**src/rtl/frame_store_buffer.sv**
```systemverilog
// frame_store_buffer: store-and-forward byte buffer that groups enabled
// input bytes into fixed-length frames and releases only complete frames.
//
// Ports:
//   clk, reset        clock; asynchronous active-high reset
//   in_en, in_data    byte strobe and byte from upstream (no backpressure)
//   out_valid         committed byte available at head
//   out_data          head byte
//   out_last          head byte closes its frame
//   out_ready         consumer accepts the head byte
//   out_count         committed bytes available
//   overflow          sticky, set on the first dropped byte
//   drop_cnt          saturating dropped-frame counter
//
// Optional feature macro: FRAME_STORE_DROP_CNT_EN enables drop_cnt;
// without it drop_cnt is tied to zero.
`timescale 1ns/1ps

module frame_store_buffer #(
    parameter int DATA_W    = 8,
    parameter int DEPTH     = 8,
    parameter int FRAME_LEN = 4
) (
    input  logic                       clk,
    input  logic                       reset,
    input  logic                       in_en,
    input  logic [DATA_W-1:0]          in_data,
    output logic                       out_valid,
    output logic [DATA_W-1:0]          out_data,
    output logic                       out_last,
    input  logic                       out_ready,
    output logic [$clog2(DEPTH):0]     out_count,
    output logic                       overflow,
    output logic [7:0]                 drop_cnt
);

    localparam int AW = $clog2(DEPTH);
    localparam int PW = AW + 1;
    localparam int IW = $clog2(FRAME_LEN);

    typedef enum logic {
        COLLECT = 1'b0,
        DISCARD = 1'b1
    } state_t;

    state_t              state_q;
    logic [PW-1:0]       wr_ptr_q;
    logic [PW-1:0]       rd_ptr_q;
    logic [PW-1:0]       commit_ptr_q;
    logic [PW-1:0]       frame_start_q;
    logic [IW-1:0]       byte_idx_q;
    logic                overflow_q;
    logic [DATA_W:0]     mem_q [DEPTH];

    logic [PW-1:0]       occupancy;
    logic                full;
    logic                is_last;
    logic                pop;
    logic                push;
    logic                drop_frame;
    logic [DATA_W:0]     head;

    assign occupancy  = wr_ptr_q - rd_ptr_q;
    // Fullness uses pre-pop occupancy; a same-cycle pop frees no room.
    assign full       = (occupancy == PW'(DEPTH));
    assign is_last    = (byte_idx_q == IW'(FRAME_LEN - 1));
    assign push       = in_en && (state_q == COLLECT) && !full;
    assign drop_frame = in_en && (state_q == COLLECT) && full;

    assign out_count  = commit_ptr_q - rd_ptr_q;
    assign out_valid  = (out_count != '0);
    assign pop        = out_valid && out_ready;

    // Gate the head so outputs read as zero while nothing is committed.
    assign head       = out_valid ? mem_q[rd_ptr_q[AW-1:0]] : '0;
    assign out_last   = head[DATA_W];
    assign out_data   = head[DATA_W-1:0];
    assign overflow   = overflow_q;

    always_ff @(posedge clk) begin
        if (push) begin
            mem_q[wr_ptr_q[AW-1:0]] <= {is_last, in_data};
        end
    end

    always_ff @(posedge clk or posedge reset) begin
        if (reset) begin
            state_q       <= COLLECT;
            wr_ptr_q      <= '0;
            rd_ptr_q      <= '0;
            commit_ptr_q  <= '0;
            frame_start_q <= '0;
            byte_idx_q    <= '0;
            overflow_q    <= 1'b0;
        end else begin
            if (pop) begin
                rd_ptr_q <= rd_ptr_q + 1'b1;
            end
            if (in_en) begin
                // Index advances on every strobe to keep frame alignment.
                byte_idx_q <= is_last ? '0 : byte_idx_q + 1'b1;
                unique case (state_q)
                    COLLECT: begin
                        if (push) begin
                            wr_ptr_q <= wr_ptr_q + 1'b1;
                            if (is_last) begin
                                commit_ptr_q  <= wr_ptr_q + 1'b1;
                                frame_start_q <= wr_ptr_q + 1'b1;
                            end
                        end else if (drop_frame) begin
                            // Rewind the uncommitted part of this frame.
                            overflow_q <= 1'b1;
                            wr_ptr_q   <= frame_start_q;
                            if (!is_last) begin
                                state_q <= DISCARD;
                            end
                        end
                    end
                    DISCARD: begin
                        overflow_q <= 1'b1;
                        if (is_last) begin
                            state_q <= COLLECT;
                        end
                    end
                    default: state_q <= COLLECT;
                endcase
            end
        end
    end

`ifdef FRAME_STORE_DROP_CNT_EN
    logic [7:0] drop_cnt_q;

    always_ff @(posedge clk or posedge reset) begin
        if (reset) begin
            drop_cnt_q <= '0;
        end else if (drop_frame && (drop_cnt_q != 8'hFF)) begin
            drop_cnt_q <= drop_cnt_q + 1'b1;
        end
    end

    assign drop_cnt = drop_cnt_q;
`else
    assign drop_cnt = 8'h00;
`endif

endmodule

```
**config.mk**
```make
export PLATFORM = sky130hd
export DESIGN_NAME = frame_store_buffer
export DESIGN_NICKNAME = d
export VERILOG_FILES = /design/src/rtl/frame_store_buffer.sv
export SDC_FILE = /design/constraint.sdc
export NUM_CORES = 1
export LEC_CHECK = 0
export CELL_PAD_IN_SITES_DETAIL_PLACEMENT = 1
export CELL_PAD_IN_SITES_GLOBAL_PLACEMENT = 2
export CORE_UTILIZATION = 49
export DETAILED_ROUTE_END_ITERATION = 10
export DONT_BUFFER_PORTS = 1
export GPL_TIMING_DRIVEN = 0
export PLACE_DENSITY_LB_ADDON = 0.15
export SYNTH_ARGS = -nofsm -noshare
export SYNTH_HDL_FRONTEND = slang
export SYNTH_SLANG_ARGS = --single-unit
```
**constraint.sdc**
```tcl
create_clock -name clk -period 8.8 [get_ports clk]
set_clock_uncertainty 0.1 [all_clocks]
set_input_delay 2.2 -clock clk [delete_from_list [all_inputs] [get_ports clk]]
set_output_delay 2.2 -clock clk [all_outputs]
set_load 0.01 [all_outputs]
```
# == Word level (Yosys, flattened, before mapping) ==
# Memories as Yosys holds them, arrays and structs flattened.
# Index checks and enable logic that the tools add are counted.
# totals
reg_bits,16
mem_bits_rw,72
inputBits,12
memories,1
# memory_table
memory,words,width,read_ports,rd_ports_with_merged_regs,write_ports,line,rtl
mem_q,8,9,1,0,1,53,logic [DATA_W:0] mem_q [DEPTH];
# op_classes
add_sub_neg,5
n_eq_ne,4
n_mux,13
n_bitwise,1
n_reduce_logical,10
# op_table
cell,count
2-to-1 mux 9 bit,1
"adder 4 x 1 -> 4 bit, second input constant",2
2-to-1 mux 4 bit,2
subtractor 4 bit,2
2-to-1 mux 1 bit,7
AND reduction 3 bit,2
"equality test 4 bit, second input constant",1
logical AND 1 bit,4
"inequality test 2 bit, second input constant",2
one-hot mux 1 bit (2 select lines),2
AND reduction 4 bit,1
nonzero test 4 bit,1
"adder 2 x 1 -> 2 bit, second input constant",1
"equality test 2 bit, second input constant",1
2-to-1 mux 2 bit,1
nonzero test 2 bit,1
zero test 1 bit,1
NOT 1 bit,1

# == Logic depth before layout (Yosys ltp) ==
# logic_depth
word_depth,6
depth_mapped,9
ltp_nobuf,8

# == Least setup slack after synthesis ==
# No wires, ideal clock.
# synth_timing
kind,reg2out
from,reg rd_ptr_q[2]
to,out out_valid
arrival_ps,2110
t_required_ps,6500
setup_slack_ps,4390
stages_incl_launch_ff,9
n_path_buf,2
cell_sequence,dfrtp_1 inv_1 clkbuf_1 ha_1 xnor2_1 or3_1 nor3b_1 buf_2 inv_1
# synth_between
elab_chain_len,2
# synth_lines
element,line,rtl
start: declaration,48,logic [PW-1:0] rd_ptr_q;
start signal: assignment,97,rd_ptr_q <= rd_ptr_q + 1'b1;
subtractor 4 bit,70,assign out_count = commit_ptr_q - rd_ptr_q;
net out_count[2],32,"output logic [$clog2(DEPTH):0] out_count,"
nonzero test 4 bit,71,assign out_valid = (out_count != '0);
end: declaration,28,"output logic out_valid,"
# The timed path passes the listed nets, and every way through them passes these cells.

# == Worst setup path after layout ==
# layout_timing
from,reg rd_ptr_q[2]
to,out out_last
# layout_between
elab_chain_len,3
elab_cells_between_ends,4
classes_between,add/sub: 1; mux: 1; reduce/logical: 1; memory: 1
# layout_lines
element,line,rtl
subtractor 4 bit,70,
net out_count[2],32,
nonzero test 4 bit,71,
2-to-1 mux 9 bit,75,assign head = out_valid ? mem_q[rd_ptr_q[AW-1:0]] : '0;
end: declaration,30,"output logic out_last,"
# The timed path passes the listed nets, and every way through them passes these cells.

==> reports/qor.csv <==
metric,value,unit
register bit total from synthesis,88,
remaining global-route overflow,0,
post-layout worst setup margin,3.37,ns
Lkg Pwr,1.53,nW
max_slew headroom,29.5,%
R2R Path Start,rd_ptr_q[1],
H-tree depth,3,
Routed Antenna Nets,0,
Final Instance Count excl. Fillers,372,
WS Path Type,reg -> out,
Initial Utilization,50.5,%
total I/O pin count,35,
pre-CTS setup slack,3.69,ns
register area share after synthesis,66.0,%
clock transition at the registers of the reported paths,0.09,ns
Placer Congestion,0.693,
Synth Flop Type,edfxtp_1,
# rows,32,
DRT Wirelength,7.66,mm
Netlist cell types,38,
Iter 0 DRT Violations,113,
Final TNS setup,0,ns
Reg2Reg Setup Slack,5.14,ns
Die W,91,um
vias in the first global route,2165,
Setup crit end kind,output port,
period utilisation layout,61.7,%
largest net degree at the start of global routing,17,
"most common cell after layout, fill and taps aside",edfxtp_1,
Synth Area per Inst,15.8,sq um
CTS tree,built,
post-synthesis cell area,3880,sq um
CTS root buf,clkbuf_8,
GR Util All Layers,20.4,%
Pwr Total,1.52,mW
VDD IR max,0.137,mV
CTS Hold Bufs,0,
PostCTS Resize Cnt,0,
WHS Endpoint,byte_idx_q[0],
Yosys Warn Count,0,
r2r endpoint,mem_q[3][4],
fmax,184,MHz
"EDFF count, synth",72,
Avg Vias per Cell,5.51,
Remaining DRCs,0,
share of flip-flops with an asynchronous set or reset,18.2,%
CP Launch Point,rd_ptr_q[2],
port bufs,0,
"Setup violations, final",0,
Skew-Pair Late Insertion Delay,0.35,ns
WHS Path Cells,1,
total core area,7690,sq um
area delta synth->final,9.83,%
Final Hold Fails,0,
status,completed,
Max Root-Sink Buffers,2,
initial antenna violation count,0,
ant diodes,0,
fin nets,287,
R2R depth,8,
Max-Cap Viols,0,
CP arrival,3.13,ns
worst-path maximum fanout,11,
global-route wire length before repair,12.0,mm
RSZ-0062 raised after global routing,no,
Gate Count Post-Synth,246,
Hold Crit Class,reg -> reg,
start point of the worst min-delay path,byte_idx_q[0],
Slew @ Worst Pin,1.05,ns
DRT Pass-1 Iters,4,
layout filler cell count,759,
Hold WS,0.394,ns
"commonest cells after routing, fill and taps aside","edfxtp_1, nand2_1, mux4_2",
Wirelength per Cell,20.6,um
PD cells,358,nW/um^2
min Tclk post-route,5.43,ns
crit start category,flip-flop,
WP data required,6.50,ns
layout cell share with drive strength beyond 1,21.5,%
Cells after DPL,356,
HPWL after detailed placement,5.07,mm
die footprint,8280,sq um
cts bufs inserted,9,
final slew viol count,0,
height of the chip,91,um
via count,2049,
Post-CTS Setup Bufs,0,
Sink Count,88,
## metrics by stage
stage | area [sq um] | utilization, %
3_5_place_dp | 4060 | 52.8
5_1_grt | 4260 | 55.5
2_1_floorplan | 3910 | -
6_report | 4260 | 55.5
3_3_place_gp | 4040 | 52.5
4_1_cts | 4260 | 55.5
## where the power goes
part	leakage, nW	internal [mW]	total [mW]	switching (mW)
clock	0.102	0.134	0.283	0.148
sequential	0.836	0.541	0.592	0.0519
combinational	0.595	0.263	0.649	0.386
## routing by layer
metal,vias up,GRT usage (%),share of wire [%]
li1,951,-,-
met1,1042,26.9,44
met5,-,0,0
met2,50,33.4,50
met4,0,8.73,0.87
met3,6,3.94,4.5
## layout make-up
class                   count  area, sq um  share of cell area [%]
plain buffers              17          105                    2.47
clock buffers               9          124                    2.91
clock inverters             7         77.6                    1.82
inverters                  10         37.5                   0.881
multi-input cells         138         1220                    28.6
flip-flops and latches     88         2560                    60.1
well taps                 102          128                    2.99
repair buffers              1         11.3                   0.264
## worst max-delay path: stages, from the launching register on
cell      delay [ns]
dfrtp_1         0.39
inv_1           0.10
clkbuf_1        0.54
ha_1            0.39
xnor2_1         0.19
or3_1           0.39
nor3b_1         0.31
buf_2           0.33
a21oi_1         0.15
## worst max-delay path by stage
stage,endpoint,slack (ns)
2_1_floorplan,out_valid,4.39
3_3_place_gp,out_data[2],3.65
3_5_place_dp,out_last,3.69
4_1_cts,out_last,3.29
5_1_grt,out_last,3.11
6_report,out_last,3.37
## registers in the layout, indices dropped and copies added (netlist names)
name and flops:
byte_idx_q 2, overflow 1, rd_ptr_q 4, frame_start_q 4, wr_ptr_q 4, state_q 1
mem_q 72
## cell usage after synthesis (2+ instances only)
library cell	count	area (sq um)
a21oi_1	17	85.1
and3_1	2	12.5
buf_2	3	15.0
buf_4	8	60.1
clkbuf_1	4	15.0
dfrtp_1	16	400
edfxtp_1	72	2160
ha_1	9	113
inv_1	10	37.5
mux2_2	5	56.3
mux2i_1	4	40.0
mux4_2	18	405
nand2_1	26	97.6
nand2b_1	5	31.3
nand3_1	3	15.0
nand3b_1	2	15.0
nor2_1	7	26.3
nor2b_1	2	12.5
nor3_1	3	15.0
nor3b_1	2	15.0
o21ai_1	2	10.0
or3_1	3	18.8
xnor2_1	6	52.6
xor2_1	3	26.3
## cell families after synthesis
family / after synthesis / synth area share, %
buffers and inverters: 27 / 3.67
xor gates and xnor gates: 9 / 2.03
AOI/OAI and AO/OA: 25 / 3.64
adders and majority gates: 10 / 3.42
and+or+nand+nor: 59 / 8.19
muxes: 27 / 12.9
DFF: 88 / 66.0
other: 1 / 0.0966
Note: power is estimated with default switching activity, not from simulation.
